===== src/rtl/fsm_input_cond.sv =====
// Input conditioning for the a/b/c control FSM:
// 2-flop sync, debounce, rise pulses, glitch counter.
module fsm_input_cond #(
  parameter int DB_CYCLES = 4,
  parameter int CNT_W     = 3
) (
  input  logic       clk,
  input  logic       rst,
  input  logic       en,
  input  logic       raw_a,
  input  logic       raw_b,
  input  logic       raw_c,
  input  logic       clr_glitch,
  output logic       a,
  output logic       b,
  output logic       c,
  output logic       a_rise,
  output logic       b_rise,
  output logic       c_rise,
  output logic [7:0] glitch_cnt
);

  localparam logic [CNT_W-1:0] LAST =
    CNT_W'(DB_CYCLES - 1);

  logic [2:0]            raw;
  logic [2:0]            s1_q;
  logic [2:0]            s2_q;
  logic [2:0]            lvl_q;
  logic [2:0]            lvl_d;
  logic [2:0]            rise_q;
  logic [2:0]            rise_d;
  logic [2:0]            abort;
  logic [2:0][CNT_W-1:0] cnt_q;
  logic [2:0][CNT_W-1:0] cnt_d;
  logic [7:0]            glitch_q;
  logic [7:0]            glitch_d;
  logic [1:0]            n_abort;
  logic [8:0]            glitch_sum;

  assign raw = {raw_c, raw_b, raw_a};

  always_comb begin
    lvl_d  = lvl_q;
    rise_d = '0;
    abort  = '0;
    cnt_d  = '0;
    for (int i = 0; i < 3; i++) begin
      if (en) begin
        if (s2_q[i] == lvl_q[i]) begin
          abort[i] = (cnt_q[i] != '0);
        end else if (cnt_q[i] != LAST) begin
          cnt_d[i] = cnt_q[i] + CNT_W'(1);
        end else begin
          lvl_d[i]  = s2_q[i];
          rise_d[i] = s2_q[i];
        end
      end
    end
  end

  // up to three aborts per cycle; saturate instead of wrapping
  always_comb begin
    n_abort = 2'(abort[0]) + 2'(abort[1])
            + 2'(abort[2]);
    glitch_sum = {1'b0, glitch_q}
               + {7'b0, n_abort};
    if (clr_glitch)
      glitch_d = '0;
    else if (glitch_sum[8])
      glitch_d = 8'hFF;
    else
      glitch_d = glitch_sum[7:0];
  end

  always_ff @(posedge clk) begin
    if (rst) begin
      s1_q     <= '0;
      s2_q     <= '0;
      lvl_q    <= '0;
      rise_q   <= '0;
      cnt_q    <= '0;
      glitch_q <= '0;
    end else begin
      s1_q     <= raw;
      s2_q     <= s1_q;
      lvl_q    <= lvl_d;
      rise_q   <= rise_d;
      cnt_q    <= cnt_d;
      glitch_q <= glitch_d;
    end
  end

  assign a          = lvl_q[0];
  assign b          = lvl_q[1];
  assign c          = lvl_q[2];
  assign a_rise     = rise_q[0];
  assign b_rise     = rise_q[1];
  assign c_rise     = rise_q[2];
  assign glitch_cnt = glitch_q;

endmodule

===== config.mk =====
export PLATFORM = sky130hd
export DESIGN_NAME = fsm_input_cond
export DESIGN_NICKNAME = d
export VERILOG_FILES = /design/src/rtl/fsm_input_cond.sv
export SDC_FILE = /design/constraint.sdc
export NUM_CORES = 1
export LEC_CHECK = 0
export ABC_AREA = 1
export BUFFER_PORTS_ARGS = -buffer_cell sky130_fd_sc_hd__buf_2
export CORE_ASPECT_RATIO = 1.5
export CORE_UTILIZATION = 30
export CTS_CLUSTER_SIZE = 40
export DETAILED_ROUTE_END_ITERATION = 6
export GPL_TIMING_DRIVEN = 0
export PLACE_DENSITY = 0.47
export SETUP_SLACK_MARGIN = 0.15
export SYNTH_ARGS = -nofsm -noshare
export SYNTH_HDL_FRONTEND = slang
export SYNTH_SLANG_ARGS = --single-unit

===== constraint.sdc =====
create_clock -name clk -period 3.65 [get_ports clk]
set_clock_uncertainty 0.1 [all_clocks]
set_input_delay 0.1825 -clock clk [delete_from_list [all_inputs] [get_ports clk]]
set_output_delay 0.1825 -clock clk [all_outputs]
set_load 0.02 [all_outputs]

Word level (Yosys, flattened, before mapping)

Index checks and enable logic that the tools add are counted.
W data, S select, Z words.

$add $sub $neg: 6
Equal/unequal tests: 6
Muxes and demuxes: 7
Bitwise gates (word level): 7
Reductions and logical operators: 13

Operators with widths:

| kind                  | count |
|---|---|
| $reduce_or A4 Y1      | 6 |
| $add A3 B1 Y3 const B | 3 |
| $add A8 B2 Y9         | 1 |
| $ne A3 B2 Y1 const B  | 3 |
| $reduce_and A3 Y1     | 3 |
| $reduce_bool A3 Y1    | 3 |
| $mux W8               | 1 |
| $not A1 Y1            | 7 |
| $mux W1               | 6 |
| $eq A1 B1 Y1          | 3 |
| $add A1 B1 Y2         | 1 |
| $add A2 B1 Y2         | 1 |
| $reduce_or A2 Y1      | 1 |

Register bits: 29
Input port bits: 7
Output and inout bits: 14
Word-level logic and storage cells: 51

Longest topological paths before layout

Gate-level depths: netlist of the first run.

Depth after elaboration: 7
Depth in mapped cells: 14
Mapped depth without buffers: 14

Least setup slack after synthesis of the first run

Ideal clock, no wire load.

Kind: register -> register
Start point: register lvl_q[0]
End point: register glitch_q[5] (netlist: glitch_cnt[5])
Setup time: 0.109 ns
Arrival time: 2.392 ns
Data required time: 3.441 ns
Slack: 1.049 ns
Stages on the path, launching flop included: 14
Path buffers: 0
Period minus slack after synthesis: 2.601 ns
Path through: dfxtp_1 > xor2_1 > a21oi_1 > nand2_1 > fa_1 > inv_1 > ha_1 > fa_1 > nand3_2 > clkinv_2 > nand3_4 > nand3_2 > nand2_1 > inv_1

Longest elaborated chain between the ends: 7

Ends and longest elaborated chain:

| item                     | RTL line | text |
|---|---|---|
| start: declaration       | 29       | `logic [2:0] lvl_q;` |
| start signal: assignment | 87       | `lvl_q <= lvl_d;` |
| $eq A1 B1 Y1             | 50       | `if (s2_q[i] == lvl_q[i]) begin` |
| $mux W1                  | 50       |  |
| $mux W1                  | 49       | `if (en) begin` |
| $add A1 B1 Y2            | 64       | `n_abort = 2'(abort[0]) + 2'(abort[1])` |
| $add A2 B1 Y2            | 65       | `+ 2'(abort[2]);` |
| $add A8 B2 Y9            | 67       | `+ {7'b0, n_abort};` |
| $mux W8                  | 70       | `else if (glitch_sum[8])` |
| end signal: assignment   | 90       | `glitch_q <= glitch_d;` |
| end: declaration         | 36       | `logic [7:0] glitch_q;` |

Every way passes these cells.
A chain may end at the register's enable or synchronous reset.

Worst setup path after layout of the first run

Start point: register cnt_q[0] (netlist bit)
End point: register glitch_q[5] (netlist: glitch_cnt[5])

Longest elaborated chain between the ends: 7

Ends and longest elaborated chain:

| item                     | RTL line | text |
|---|---|---|
| start: declaration       | 34       | `logic [2:0][CNT_W-1:0] cnt_q;` |
| start signal: assignment | 89       | `cnt_q <= cnt_d;` |
| $reduce_bool A3 Y1       | 51       | `abort[i] = (cnt_q[i] != '0);` |
| $mux W1                  | 50       |  |
| $mux W1                  | 49       |  |
| $add A1 B1 Y2            | 64       |  |
| $add A2 B1 Y2            | 65       |  |
| $add A8 B2 Y9            | 67       |  |
| $mux W8                  | 70       |  |

Every way passes these cells.

==> impl_metrics.toml, run 1 <==
[drt]
wire_per_inst_um = 9.88
wl_mm = 2.31
drc = 0
ant_nets = 0
drtIter0Drc = 35
viasPerCell = 4.57
vias = 1070
dr.pass1.iters = 4

[place]
dp_hpwl_mm = 1.84
finalWeightedCongestion = 0.726
io_buffers = 19

[power_and_ir_drop]
leakagePower_uw = 0.000766
pwr_density_cell_nw_per_um2 = 378
peakVddDrop_uv = 249
power.total_uw = 591

[cells_and_area]
syn_to_final_growth_pct = 19.5
nNetsFinal = 207
fillers = 466
n_antenna_cell = 0
fin_util_pct = 37.2
drive_above_1_share_pct = 19.7

[sta]
drv_slew = 0
hold_slack_ps = 20.8
hold_viol_final = 0
setup_viol = 0
slew-limit-headroom_pct = 82.2
rsz0062_at_grt = "no"
clock.fmax_ghz = 0.364
tightestPinTransition_ps = 266
tns_ps = 0
period_minus_slack_ps = 2750
timing.final.crit_share_pct = 75.4

[global_route]
grt_max_degree = 10
grt_pass1_wl_mm = 4.11
track_usage_pct = 11.2
antenna_found_initial = 0
grt_pass1_vias = 1033
grt-ovfl-total = 0

[die]
pin_count = 21
design.core.area_um2 = 4210
die-width_um = 55.9
start_util_pct = 31.1
rows = 29
fp.dieArea_um2 = 4640
die_h_um = 82.9

[run]
cap_violations = 0

[setup_path]
cp-end-kind = "flop"
worst-endpoint-arrival_ps = 2830
critical_path_required_ps = 3720
start_kind = "flop"
crit_fanout = 6
worstSetupPathType = "flop to flop"

[min_path]
hp-class = "primary input to flop"

[yosys]
synth_top_area_share_pct = 44.4
syn_nets = 179
synth.largest_area_cell = "dfxtp_1"
synth_xor_area_share_pct = 3.35
syn_inst = 159
synth-compound-area-share_pct = 5.26
synth_area_leaders = "dfxtp_1 44%, ha_1 11%, inv_1 10%"
synthMuxAreaShare_pct = 0
synthAdderAreaFrac_pct = 13.6
synth_warnings = 0
synth_top_family_by_area = "simple AND/OR/NAND/NOR gates"
avgSynthCellArea_um2 = 8.23
synth-seq-area-share_pct = 44.4
synthSimpleGateAreaFrac_pct = 21.5
synth-seq-cells = 29
synth_cell_types = 24
netlist_area_um2 = 1310

[cts]
clk_pin_slew_ps = 60
numClockSinks = 29
clockRootBuffer = "clkbuf_8"
ctsResizeCount = 0
clk_latency_ps = 270
cts_made_buffers = 5
tritoncts = "done"
htreeDepth = 2
cts_buffer_depth = 2

[outcome]
outcome = "finished, final reports clean"
==> repair_timing <==
item / in CTS / in global routing
hold buffers: 2 / 0
hold endpoints to repair: 2 / 0
setup buffers: 0 / 0
==> report_power, final <==
group | leakage (µW) | switching, µW | internal [µW]
Sequential | 0.000235 | 1.92 | 320
Combinational | 0.000486 | 12.6 | 8.09
Clock | 0.0000450 | 116 | 132
Total | 0.000766 | 131 | 460
==> flip-flops by register name, indices dropped and copies added (netlist names) <==
signal      count
s2_q            3
s1_q            3
rise_q          3
lvl_q           3
glitch_cnt      8
cnt_q           9
==> critical path, cell delays in order (launching register included) <==
cell and delay [ps]:
dfxtp_1 350, inv_1 50, ha_1 190, a21oi_1 140
nand2_1 90, fa_1 510, inv_1 40, ha_1 230
fa_1 440, nand3_2 140, clkinv_2 90, nand3_4 100
nand3_2 80, nand2_1 50, inv_1 30
==> layer usage <==
metal | track usage, % | routed length, µm | vias to the layer above
met2 | 21.2 | 1230 | 25
li1 | - | - | 537
met3 | 3.43 | 110 | 6
met1 | 10.7 | 922 | 502
met4 | 5.32 | 52 | 0
met5 | 0 | 0 | -
==> area by class of cell <==
cell class                      instances  area [µm²]  area share [%]
Timing Repair Buffer                   21         115            7.36
Clock inverter                          2        10.0           0.640
Inverter                               40         151            9.68
Multi-Input combinational cell         89         572            36.6
Clock buffer                            6        72.6            4.64
Tap cell                               46        57.6            3.68
Sequential cell                        29         581            37.1
Buffer                                  1        5.00           0.320
==> through the flow <==
step / cells / cell area (µm²) / worst slack [ps]
finish: 234 / 1560 / 900
global route: 234 / 1560 / 728
CTS: 234 / 1560 / 880
detailed placement: 224 / 1460 / 902
global placement: 224 / 1460 / 914
floorplan: 159 / 1310 / 1050
==> logic make-up after synthesis <==
kind of cell    Yosys count
flops                    29
xor+xnor                  5
compound gates           13
fa+ha+maj                13
simple gates             58
buf+inv                  41
==> synthesized netlist by cell type <==
| cell | count |
|---|---|
| xnor2_1 | 1 |
| inv_2 | 3 |
| a31oi_1 | 1 |
| fa_1 | 2 |
| a211oi_1 | 1 |
| nand3_4 | 1 |
| nor2_1 | 17 |
| clkinv_2 | 1 |
| nand2_2 | 1 |
| inv_1 | 36 |
| dfxtp_1 | 29 |
| o21ai_1 | 1 |
| nor2_4 | 1 |
| buf_2 | 1 |
| nand3_1 | 12 |
| nand2_1 | 19 |
| ha_1 | 11 |
| nor4_1 | 1 |
| nor2_2 | 1 |
| a21oi_1 | 9 |
| xor2_1 | 4 |
| nand3_2 | 2 |
| o21ai_0 | 1 |
| nand4_1 | 3 |
==> cell usage in the layout, fill, tap and decap left out, types with 4 or more instances in the layout <==
cell,netlist,routed
a21oi_1,9,9
buf_2,1,20
clkbuf_8,0,5
dfxtp_1,29,29
ha_1,11,11
inv_1,36,36
nand2_1,19,19
nand3_1,12,12
nor2_1,17,17
xor2_1,4,4
==> worst paths after layout <==
kind / start / end / slack [ps] / cells past startpoint
worst max-delay path: cnt_q[0]$_SDFF_PP0_ / glitch_cnt[5]$_SDFF_PP0_ / 900 / 14
worst min-delay path: raw_c / s1_q[2]$_SDFF_PP0_ / 20 / 3
worst max register to register: cnt_q[0]$_SDFF_PP0_ / glitch_cnt[5]$_SDFF_PP0_ / 900 / 14
worst min register to register: s1_q[1]$_SDFF_PP0_ / s2_q[1]$_SDFF_PP0_ / 300 / 2
Power figures use the tool's default switching activity.
==> run 2: changes to the inputs <==
Settings changed: PLACE_DENSITY 0.47 to 0.48.
Clock period 3.65 ns to 2.43 ns, I/O delays scaled along.
==> run 2 against run 1 <==
Against the previous run:
- sequential power up 50%
- the run now ends with negative setup slack left
- die area unchanged
- clock power up 76%
- utilization up 5.2 points
- cell count up 5.1%
- routed wire length up 13%
- first-iteration DRC count down 46%
- cell area up 14%
- register-to-register slack worse by 1000 ps
- hold slack better by 9.3 ps
- fmax up 8.6%
==> impl_metrics.toml, run 2 (synthesis gave the netlist of run 1 again) <==
[drt]
wl_met2_mm = 1.42
top_layer = "met4"
viasPerCell = 4.41
wl_mm = 2.60
drc = 0
drtIter0Drc = 19
dr.pass1.iters = 3
ant_nets = 0
route.met3.wl_um = 112
wl_met1_um = 976
vias = 1085
wire_per_inst_um = 10.6

[setup_path]
r2r_setup_slack_ps = -100
start_kind = "flop"
worst-endpoint-arrival_ps = 2600
worstSetupPathType = "flop to flop"
cp-end-kind = "flop"
crit_fanout = 4
critical_path_required_ps = 2500

[global_route]
grt_pass1_vias = 1103
antenna_found_initial = 0
grt-ovfl-total = 0
track_usage_pct = 13.4
grt_max_degree = 10
grt_pass1_wl_mm = 4.64

[place]
io_buffers = 19
dp_hpwl_mm = 1.96
dpl_worst_slack_ps = -242
finalWeightedCongestion = 0.774

[cts]
clockRootBuffer = "clkbuf_8"
tritoncts = "done"
cts_buffer_depth = 2
numClockSinks = 29
clk_latency_ps = 280
cts_made_buffers = 5
htreeDepth = 2
clk_pin_slew_ps = 60

[sta]
drv_slew = 0
period_minus_slack_ps = 2530
tightestPinTransition_ps = 291
clock.fmax_ghz = 0.395
slew-limit-headroom_pct = 80.6
hold_viol_final = 0
timing.final.crit_share_pct = 104
setup_viol = 7
rsz0062_at_grt = "yes"
tns_ps = -519
layout_setup_ws_ps = -103

[cells_and_area]
top_register = "cnt_q"
final_cell_mix = "32 x inv_1, 21 x dfxtp_1, 20 x buf_2, 19 x nand2_1, 17 x nor2_1"
syn_to_final_growth_pct = 36.1
largest_reg_flops = 9
fillers = 430
nNetsFinal = 219
layout_commonest_cell = "inv_1"
drive_above_1_share_pct = 35.0
n_antenna_cell = 0

[die]
rows = 29
design.core.area_um2 = 4210
die-width_um = 55.9
die_h_um = 82.9
start_util_pct = 31.1
fp.dieArea_um2 = 4640
pin_count = 21

[power_and_ir_drop]
peakVddDrop_uv = 422
power.total_uw = 957
leakagePower_uw = 0.000843
pwr_density_cell_nw_per_um2 = 537

[outcome]
violations = "negative setup slack"
outcome = "finished with violations"

[min_path]
hp-class = "primary input to flop"

[run]
cap_violations = 0
==> run 2: changes by cell type in the layout (fill, tap and decap cells not counted), sizes merged <==
cell,previous run,this run
buf,20,30
clkbuf,6,7
clkinv,3,2
dlygate4sd3,2,4
==> run 2: layout make-up <==
| class | instances | area [µm²] | area share [%] |
|---|---|---|---|
| Buffer | 1 | 5.00 | 0.281 |
| Inverter | 40 | 155 | 8.71 |
| Clock inverter | 1 | 5.00 | 0.281 |
| Multi-Input combinational cell | 89 | 641 | 36.0 |
| Clock buffer | 7 | 96.3 | 5.41 |
| Tap cell | 46 | 57.6 | 3.23 |
| Timing Repair Buffer | 33 | 226 | 12.7 |
| Sequential cell | 29 | 596 | 33.4 |
==> run 2: path summary, 6_finish.rpt <==
kind	start	to	depth (start not counted)
max	s2_q[2]$_SDFF_PP0_	glitch_cnt[4]$_SDFF_PP0_	11
min	rst	s2_q[2]$_SDFF_PP0_	2
max reg2reg	s2_q[2]$_SDFF_PP0_	glitch_cnt[4]$_SDFF_PP0_	11
min reg2reg	s1_q[2]$_SDFF_PP0_	s2_q[2]$_SDFF_PP0_	2
==> run 2: report_power, final <==
| group | internal [µW] | total, µW | switching, µW |
|---|---|---|---|
| Combinational | 16.8 | 37.0 | 20.1 |
| Sequential | 479 | 483 | 3.44 |
| Clock | 255 | 437 | 182 |
==> run 2: per-stage QoR <==
step	instances	cell area, µm²	hold WS [ps]	utilization, %
global placement	224	1500	222	35.5
detailed placement	224	1500	232	35.5
CTS	245	1750	27.8	41.6
global route	246	1780	35.1	42.3
finish	246	1780	30.1	42.3
floorplan	159	1340	128	-
==> run 2: worst max-delay path, cell delays in order, from the launching register on <==
cell and delay (ps):
dfxtp_2 340, xor2_2 190, a21oi_2 110, nand2_1 80, fa_1 520, inv_1 50, ha_2 190, fa_2 390
nand3_4 120, buf_4 120, xor2_1 140, a21oi_1 80
==> run 2: layer usage <==
layer / vias up / global-route usage, %
met5: - / 0
met4: 0 / 9.53
met3: 10 / 4.36
met2: 23 / 25.2
met1: 491 / 11.5
li1: 561 / -
==> run 2: timing repair <==
action | CTS | global route
pin swaps | 6 | 5
setup endpoints to repair | 8 | 8
resized for setup | 13 | 3
buffers inserted | 9 | 1
hold buffers | 4 | 0
endpoints found under the hold margin | 4 | 0
==> run 3: changes to the inputs <==
Settings changed: CORE_ASPECT_RATIO 1.5 to not set, CORE_UTILIZATION 30 to 49, PLACE_DENSITY 0.48 to 0.72.
==> run 3 against run 2 <==
Against the previous run:
- the flow still finishes with violations (negative setup slack)
- power fell by 9.9%
- first-iteration DRC count fell by 37%
- utilization rose by 28 points
- fmax fell by 1.4%
- via count rose by 3.8%
- cell area fell by 0.84%
- die area fell by 38%
- critical path depth rose by 3
- sequential power barely moved
- register-to-register slack got worse by 40 ps
- sequential share of layout area rose by 0.21 points
- largest cell class unchanged
- largest power group unchanged
==> impl_metrics.toml, run 3 (synthesis gave the netlist of run 1 again) <==
[die]
start_util_pct = 52.4
die_h_um = 53.7
pin_count = 21
fp.dieArea_um2 = 2880
die-width_um = 53.7
rows = 18
design.core.area_um2 = 2500

[power_and_ir_drop]
pwr_density_cell_nw_per_um2 = 488
leakagePower_uw = 0.000845
peakVddDrop_uv = 407
power.total_uw = 862

[run]
cap_violations = 0

[global_route]
met3_usage_pct = 5.65
grt-ovfl-total = 0
antenna_found_initial = 0
track_usage_pct = 22.7
busiest_layer = "met2"
grt_pass1_vias = 1122
grt_pass1_wl_mm = 4.54
grt_max_degree = 10
grt_use_met1_pct = 24.7
use_met2_pct = 39.1

[place]
dp_hpwl_mm = 1.81
finalWeightedCongestion = 0.757
dp_cells = 208
io_buffers = 19

[cells_and_area]
n_antenna_cell = 0
final_cells = 234
nNetsFinal = 223
largest_reg_flops = 9
syn_to_final_growth_pct = 35.0
fin_util_pct = 70.7
drive_above_1_share_pct = 34.3
fillers = 189
final_cell_mix = "33 x inv_1, 22 x dfxtp_1, 20 x buf_2, 18 x nand2_1, 17 x nor2_1"
top_register = "cnt_q"
layout_commonest_cell = "inv_1"

[sta]
clock.fmax_ghz = 0.389
slew-limit-headroom_pct = 78.2
period_minus_slack_ps = 2570
timing.final.crit_share_pct = 106
drv_slew = 0
rsz0062_at_grt = "yes"
tns_ps = -669
hold_slack_ps = 33.8
setup_viol = 7
layout_setup_ws_ps = -140
hold_viol_final = 0
tightestPinTransition_ps = 327

[cts]
cts_made_buffers = 5
numClockSinks = 29
tritoncts = "done"
clk_latency_ps = 330
htreeDepth = 2
cts_buffer_depth = 2
clockRootBuffer = "clkbuf_4"
clk_pin_slew_ps = 90

[drt]
dr.pass1.iters = 4
drc = 0
vias = 1126
viasPerCell = 4.81
wl_mm = 2.62
ant_nets = 0
wire_per_inst_um = 11.2
drtIter0Drc = 12

[setup_path]
critical_path_required_ps = 2570
cp-end-kind = "flop"
crit_chain = "inv_2 -> ha_4 -> a21oi_2 -> nand2_1 -> fa_1 -> inv_1 -> ha_2 -> fa_2 -> nand3_4 -> clkinv_4 -> nand3_4 -> nand3_2 -> nand2_2 -> inv_1"
r2r_start = "cnt_q[1]$_SDFF_PP0_"
max_stage_delay_ps = 510
crit_path_start = "cnt_q[1]$_SDFF_PP0_"
cp_num_buf_inv = 4
cp_top_family = "adder cells"
worstSetupPathType = "flop to flop"
crit_slowest_cell = "fa_1"
worst-endpoint-arrival_ps = 2710
start_kind = "flop"
crit_fanout = 6

[min_path]
hp-class = "primary input to flop"
hold_start = "en"

[outcome]
outcome = "finished with violations"
violations = "negative setup slack"
## run 3: final timing paths
path / to / slack, ps / cells after the start
setup reg to reg: glitch_cnt[5]$_SDFF_PP0_ / -140 / 14
hold reg to reg: s2_q[2]$_SDFF_PP0_ / 300 / 2
hold / removal: lvl_q[1]$_SDFFE_PP0P_ / 30 / 3
setup / recovery: glitch_cnt[5]$_SDFF_PP0_ / -140 / 14
## run 3: metal layers
layer	vias up	share of wire (%)
met5	-	0
met4	0	2.3
met3	7	3.1
met2	22	52
met1	520	43
li1	577	-
## run 3: power by group
part           internal, µW  switching, µW  total [µW]
clock                   167            169         336
combinational          21.3           22.3        43.7
sequential              479           3.73         482
total                   667            195         862
## run 3: area by class of cell
type | count | area [µm²] | share of cell area [%]
Multi-Input combinational cell | 89 | 651 | 36.8
Sequential cell | 29 | 594 | 33.6
Timing Repair Buffer | 37 | 254 | 14.4
Inverter | 40 | 155 | 8.78
Clock buffer | 7 | 65.1 | 3.68
Tap cell | 30 | 37.5 | 2.12
Clock inverter | 1 | 5.00 | 0.283
Buffer | 1 | 5.00 | 0.283
## run 3: worst register-to-register path: stages, from the launching register on
cell and delay [ps]:
dfxtp_2 350, inv_2 50, ha_4 150, a21oi_2 140
nand2_1 90, fa_1 510, inv_1 40, ha_2 190
fa_2 390, nand3_4 130, clkinv_4 70, nand3_4 90
nand3_2 90, nand2_2 70, inv_1 30
## run 3: through the flow
stage	cell area [µm²]	worst slack, ps
floorplan	1340	3.29
global placement	1480	-181
detailed placement	1480	-246
CTS	1740	-112
global route	1770	-220
finish	1770	-140
## run 3: timing repair
item	in CTS	in global routing
pin swaps	6	8
setup endpoints to repair	8	8
hold endpoints to repair	9	0
buffers inserted	9	1
hold buffers	8	0
gates resized for setup	10	6
